[src/rtl/prog_loader_if.sv]
// Stream and bank-side signal bundle for the program loader.
// The master modport is the stream/bank side; the slave modport is the loader itself.
interface prog_loader_if #(
   parameter int DATA_W = 8,
   parameter int ADDR_W = 4
);
   logic              start;
   logic [ADDR_W:0]   load_len;
   logic [DATA_W-1:0] in_data;
   logic              in_valid;
   logic              in_ready;
   logic [ADDR_W-1:0] user_address;
   logic [DATA_W-1:0] data_out;
   logic              write_memory;
   logic              op;
   logic              busy;
   logic              done;
   logic              err;
   logic [DATA_W-1:0] checksum;

   modport master (
      output start, load_len, in_data, in_valid,
      input  in_ready, user_address, data_out, write_memory, op, busy, done, err, checksum
   );

   modport slave (
      input  start, load_len, in_data, in_valid,
      output in_ready, user_address, data_out, write_memory, op, busy, done, err, checksum
   );
endinterface

[src/rtl/prog_loader.sv]
// Program loader: copies a valid/ready byte stream into the 16x8 bank through its user
// port, one write pulse per byte, then hands the bank to the control unit (op=1).
//
// state  | meaning
// IDLE   | after reset, waiting for a legal start
// ACCEPT | in_ready high, waiting for the next stream byte
// WRITE  | write_memory pulse cycle
// GAP    | write_memory low for GAP_CYCLES before next byte or completion
// RUN    | load complete, op held high, a new start may reload
module prog_loader #(
   parameter int DATA_W     = 8,
   parameter int ADDR_W     = 4,
   parameter int GAP_CYCLES = 1
) (
   input  logic         clk,
   input  logic         reset,
   prog_loader_if.slave bus
);
   localparam int GAP_W = (GAP_CYCLES > 1) ? $clog2(GAP_CYCLES) : 1;
   localparam logic [GAP_W-1:0]  GAP_LOAD = GAP_W'(GAP_CYCLES - 1);
   localparam logic [ADDR_W:0]   DEPTH_V  = (ADDR_W+1)'(2**ADDR_W);
   localparam logic [ADDR_W:0]   LEN_ONE  = (ADDR_W+1)'(1);

   typedef enum logic [2:0] {S_IDLE, S_ACCEPT, S_WRITE, S_GAP, S_RUN} state_t;

   state_t              state, state_nxt;
   logic [ADDR_W:0]     len_q, len_d;
   logic [GAP_W-1:0]    gap_cnt, gap_cnt_d;
   logic                in_ready_q, in_ready_d;
   logic [ADDR_W-1:0]   addr_q, addr_d;
   logic [DATA_W-1:0]   data_q, data_d;
   logic                wr_q, wr_d;
   logic                op_q, op_d;
   logic                busy_q, busy_d;
   logic                done_q, done_d;
   logic                err_q, err_d;
   logic [DATA_W-1:0]   sum_q, sum_d;

   logic len_legal, last_byte, gap_tc, handshake;

   assign len_legal = (bus.load_len != '0) && (bus.load_len <= DEPTH_V);
   assign last_byte = ({1'b0, addr_q} == (len_q - LEN_ONE));
   assign gap_tc    = (gap_cnt == '0);
   assign handshake = bus.in_valid & in_ready_q;

   always_ff @(posedge clk) begin
      if (reset) state <= S_IDLE;
      else       state <= state_nxt;
   end

   always_comb begin
      state_nxt = state;
      case (state)
         S_IDLE, S_RUN: if (bus.start && len_legal) state_nxt = S_ACCEPT;
         S_ACCEPT:      if (handshake) state_nxt = S_WRITE;
         S_WRITE:       state_nxt = S_GAP;
         S_GAP:         if (gap_tc) state_nxt = last_byte ? S_RUN : S_ACCEPT;
         default:       state_nxt = S_IDLE;
      endcase
   end

   // Next values of the registered outputs; everything holds unless the state says otherwise.
   always_comb begin
      len_d      = len_q;
      gap_cnt_d  = gap_cnt;
      in_ready_d = in_ready_q;
      addr_d     = addr_q;
      data_d     = data_q;
      wr_d       = wr_q;
      op_d       = op_q;
      busy_d     = busy_q;
      done_d     = 1'b0;
      err_d      = err_q;
      sum_d      = sum_q;
      case (state)
         S_IDLE, S_RUN: begin
            if (bus.start) begin
               if (len_legal) begin
                  len_d      = bus.load_len;
                  err_d      = 1'b0;
                  sum_d      = '0;
                  addr_d     = '0;
                  busy_d     = 1'b1;
                  op_d       = 1'b0;
                  in_ready_d = 1'b1;
               end else begin
                  err_d = 1'b1;
               end
            end
         end
         S_ACCEPT: begin
            if (handshake) begin
               data_d     = bus.in_data;
               sum_d      = sum_q + bus.in_data;
               in_ready_d = 1'b0;
               wr_d       = 1'b1;
            end
         end
         S_WRITE: begin
            wr_d      = 1'b0;
            gap_cnt_d = GAP_LOAD;
         end
         S_GAP: begin
            if (!gap_tc) begin
               gap_cnt_d = gap_cnt - GAP_W'(1);
            end else if (last_byte) begin
               op_d   = 1'b1;
               busy_d = 1'b0;
               done_d = 1'b1;
            end else begin
               addr_d     = addr_q + ADDR_W'(1);
               in_ready_d = 1'b1;
            end
         end
         default: ;
      endcase
   end

   always_ff @(posedge clk) begin
      if (reset) begin
         len_q      <= '0;
         gap_cnt    <= '0;
         in_ready_q <= 1'b0;
         addr_q     <= '0;
         data_q     <= '0;
         wr_q       <= 1'b0;
         op_q       <= 1'b0;
         busy_q     <= 1'b0;
         done_q     <= 1'b0;
         err_q      <= 1'b0;
         sum_q      <= '0;
      end else begin
         len_q      <= len_d;
         gap_cnt    <= gap_cnt_d;
         in_ready_q <= in_ready_d;
         addr_q     <= addr_d;
         data_q     <= data_d;
         wr_q       <= wr_d;
         op_q       <= op_d;
         busy_q     <= busy_d;
         done_q     <= done_d;
         err_q      <= err_d;
         sum_q      <= sum_d;
      end
   end

   assign bus.in_ready     = in_ready_q;
   assign bus.user_address = addr_q;
   assign bus.data_out     = data_q;
   assign bus.write_memory = wr_q;
   assign bus.op           = op_q;
   assign bus.busy         = busy_q;
   assign bus.done         = done_q;
   assign bus.err          = err_q;
   assign bus.checksum     = sum_q;
endmodule

[src/flat_wrapper.sv]
// flat-port wrapper written by rule: the top's interface ports become plain ports
module prog_loader_flat 
#(
   parameter int DATA_W     = 8,
   parameter int ADDR_W     = 4,
   parameter int GAP_CYCLES = 1
)
  (clk, reset, bus_start, bus_load_len, bus_in_data, bus_in_valid, bus_in_ready, bus_user_address, bus_data_out, bus_write_memory, bus_op, bus_busy, bus_done, bus_err, bus_checksum);
  prog_loader_if #(.DATA_W(DATA_W), .ADDR_W(ADDR_W)) bus_i ();
  input  logic clk;
  input  logic reset;
  input wire logic [$bits(bus_i.start)-1:0] bus_start;
  input wire logic [$bits(bus_i.load_len)-1:0] bus_load_len;
  input wire logic [$bits(bus_i.in_data)-1:0] bus_in_data;
  input wire logic [$bits(bus_i.in_valid)-1:0] bus_in_valid;
  output wire logic [$bits(bus_i.in_ready)-1:0] bus_in_ready;
  output wire logic [$bits(bus_i.user_address)-1:0] bus_user_address;
  output wire logic [$bits(bus_i.data_out)-1:0] bus_data_out;
  output wire logic [$bits(bus_i.write_memory)-1:0] bus_write_memory;
  output wire logic [$bits(bus_i.op)-1:0] bus_op;
  output wire logic [$bits(bus_i.busy)-1:0] bus_busy;
  output wire logic [$bits(bus_i.done)-1:0] bus_done;
  output wire logic [$bits(bus_i.err)-1:0] bus_err;
  output wire logic [$bits(bus_i.checksum)-1:0] bus_checksum;
  assign bus_i.start = bus_start;
  assign bus_i.load_len = bus_load_len;
  assign bus_i.in_data = bus_in_data;
  assign bus_i.in_valid = bus_in_valid;
  assign bus_in_ready = bus_i.in_ready;
  assign bus_user_address = bus_i.user_address;
  assign bus_data_out = bus_i.data_out;
  assign bus_write_memory = bus_i.write_memory;
  assign bus_op = bus_i.op;
  assign bus_busy = bus_i.busy;
  assign bus_done = bus_i.done;
  assign bus_err = bus_i.err;
  assign bus_checksum = bus_i.checksum;
  prog_loader #(.DATA_W(DATA_W), .ADDR_W(ADDR_W), .GAP_CYCLES(GAP_CYCLES)) u_core (.clk(clk), .reset(reset), .bus(bus_i));
endmodule
[config.mk]
export PLATFORM = sky130hd
export DESIGN_NAME = prog_loader_flat
export DESIGN_NICKNAME = d
export VERILOG_FILES = /design/src/rtl/prog_loader_if.sv /design/src/rtl/prog_loader.sv /design/src/flat_wrapper.sv
export SDC_FILE = /design/constraint.sdc
export NUM_CORES = 1
export LEC_CHECK = 0
export BUFFER_PORTS_ARGS = -buffer_cell sky130_fd_sc_hd__buf_2
export CORE_MARGIN = 5
export CORE_UTILIZATION = 59
export CTS_BUF_LIST = sky130_fd_sc_hd__clkbuf_8
export CTS_CLUSTER_DIAMETER = 150
export DETAILED_ROUTE_END_ITERATION = 16
export PLACE_DENSITY = 0.87
export SYNTH_ARGS = -nofsm -noshare
export SYNTH_HDL_FRONTEND = slang
export SYNTH_SLANG_ARGS = --single-unit
[constraint.sdc]
create_clock -name clk -period 5.7 [get_ports clk]
set_input_delay 0 -clock clk [delete_from_list [all_inputs] [get_ports clk]]
set_output_delay 0 -clock clk [all_outputs]
set_load 0.005 [all_outputs]
==> results.toml <==
[route]
drt_first_iter_violations = 97
dr.pass1.iters = 4
routed_via_density = 5.83
vias = 1731
drc = 0
drt_wl_total_um = 4330
routedWlPerCell_um = 14.6
ant_nets = 0

[placed_design]
dp_hpwl_um = 2930
gp_congestion = 0.795
port_buffers = 42
place_area_um2 = 2010

[clock_tree]
clk_path_buf_depth = 2
cts_buffers = 5
insertion_delay_ns = 0.30
h-tree-depth = 2
cts.sinks = 34
post_cts_buffers = 0
clk_pin_slew_worst_paths_ns = 0.07
cts-root-buf = "clkbuf_8"
cts_tree = "built"

[global_route]
grt-ovfl-total = 0
grt_first_pass_wirelength_um = 7300
grt_pass1_vias = 1632
grt_max_degree = 39
grt_usage_pct = 22.3
antenna_found_initial = 0

[yosys]
ys.flop_type = "dfxtp_1"
synthArstFlopShare_pct = 0
synth_warnings = 0
synth_cells = 209
syn_area_um2 = 1790
syn_area_per_cell_um2 = 8.56
ys_top_cells_by_count = "nand2_1, dfxtp_1, a21oi_1"
mappedNetlistNets = 236
ys_ff_latch = 34
yosys.area.top_type = "dfxtp_1"
ys_types = 46
yosys.area.top_type_share_pct = 38.0
synthMostInstantiatedCell = "nand2_1"
ys_top_cells_by_area = "dfxtp_1, nand2_1, a21oi_1, ha_1, xnor2_1"
synth_edf_count = 0
synth-seq-area-share_pct = 38.0

[floorplanning]
initial_core_util_pct = 60.1
rows = 20
die_y_um = 65.1
die-width_um = 65.1
ios = 43
fp.coreArea_um2 = 2980
dieArea_um2 = 4230

[hold_path]
hold_path.class = "in -> reg"

[sta]
maxSlewHeadroom_pct = 57.6
worst_pin_slew_ns = 0.637
hold_viol = 0
finClkSkew_ns = 0.00643
fmax_mhz = 454
maxSlewViolCount = 0
finalSetupViolCount = 0
rsz0062_at_grt = "no"
whs_ns = 0.0383
fin_crit_sh_pct = 38.7
finalCriticalPeriod_ns = 2.20
fin_setup_tns_ns = 0

[power]
ir_drop_mv = 0.123
p_per_area_nw_per_um2 = 219
cellLeakagePower_nw = 0.957
finalPower_w = 0.000487

[layout]
post-route-util_pct = 74.6
drive_gt1_share_pct = 20.5
fin_area_um2 = 2220
final_nets = 291
areaGrowthSynthToFinish_pct = 24.1
diodes = 0

[run_status]
status = "finished, final reports clean"

[worst_setup_path]
cp.required_ns = 5.91
worstSetupPathType = "reg -> reg"
endpoint_kind = "flop"
crit_arrival_ns = 2.41
startpoint_type = "flop"
critPathMaxFanout = 6

[run]
drv_cap = 0
-- layer usage --
metal	up-vias	global-route usage, %	wire length [um]
met5	-	0	0
met1	794	28.5	1880
met2	61	35.1	2060
met3	7	5.72	311
met4	0	10.4	72
li1	869	-	-
-- flip-flops by register name, indices dropped and copies added (netlist names) --
register	cells
u_core.bus.busy	1
u_core.bus.checksum	8
u_core.bus.data_out	8
u_core.bus.done	1
u_core.bus.err	1
u_core.bus.in_ready	1
u_core.bus.op	1
u_core.bus.user_address	4
u_core.bus.write_memory	1
u_core.len_q	5
u_core.state	3
-- timing repair --
action,4_1_cts,5_1_grt
hold buffers,13,0
gates resized for setup,0,0
hold endpoints to repair,13,0
-- through the flow --
step           instances  setup WS [ns]
6_report             297           3.50
5_1_grt              297           3.41
4_1_cts              297           3.52
3_5_place_dp         277           3.56
3_3_place_gp         277           3.63
2_1_floorplan        209           3.70
-- where the power goes --
part	switching, W	internal [W]
Clock	0.0000860	0.0000804
Combinational	0.0000391	0.0000318
Sequential	0.00000614	0.000244
-- cell families (layout without fill, tap and decap cells) --
logic type	Yosys count	after routing	share of synthesized area, %
AND/OR/NAND/NOR	89	89	26.8
AO/OA/AOI/OAI	55	55	19.8
flip-flops	34	34	38.0
buffers and inverters	11	66	2.31
adder cells (fa/ha/maj)	10	10	7.41
XOR/XNOR	6	6	3.36
multiplexers	4	4	2.31
-- critical path, cell delays in order, from the launching register on --
cell and delay [ns]:
dfxtp_1 0.34, inv_1 0.07, ha_1 0.19, or3b_1 0.38
a211oi_2 0.29, a41oi_2 0.22, or4b_1 0.54, o31ai_1 0.08
-- cell usage in the layout (no fill, tap or decap), types with 3 or more instances in the layout --
master,Yosys,routed
nand3_1,6,6
clkbuf_8,0,5
o21ai_0,5,5
nand2b_1,4,4
a211oi_1,4,4
o21bai_1,3,3
or4_1,3,3
nand2_1,37,37
mux2i_1,3,3
nand4b_1,3,3
dlygate4sd3_1,0,13
nand3b_1,4,4
buf_2,0,42
a21oi_1,25,25
nor2_1,9,9
ha_1,9,9
nor3b_1,4,4
inv_1,4,6
nor3_1,5,5
xnor2_1,4,4
a21o_1,3,3
dfxtp_1,34,34
-- worst paths after layout --
path                                             end  slack [ns]  cells after the start                         start
max reg2reg  u_core.bus.user_address[0]$_SDFFE_PP0P_        3.50                      7  u_core.len_q[0]$_SDFFE_PP0P_
min reg2reg               u_core.bus.op$_SDFFE_PP0P_        0.45                      2    u_core.bus.op$_SDFFE_PP0P_
max          u_core.bus.user_address[0]$_SDFFE_PP0P_        3.50                      7  u_core.len_q[0]$_SDFFE_PP0P_
min                     u_core.state[2]$_SDFFE_PP0P_        0.04                      4                     bus_start
-- cell type report --
type / count / area [um^2]
inverter: 4 / 15.0
tap: 33 / 41.3
multi-input combinational: 164 / 1070
fill: 241 / 757
clock inverter: 2 / 7.51
sequential: 34 / 681
timing repair buffer: 55 / 340
clock buffer: 5 / 68.8
Power figures use the tool's default switching activity.
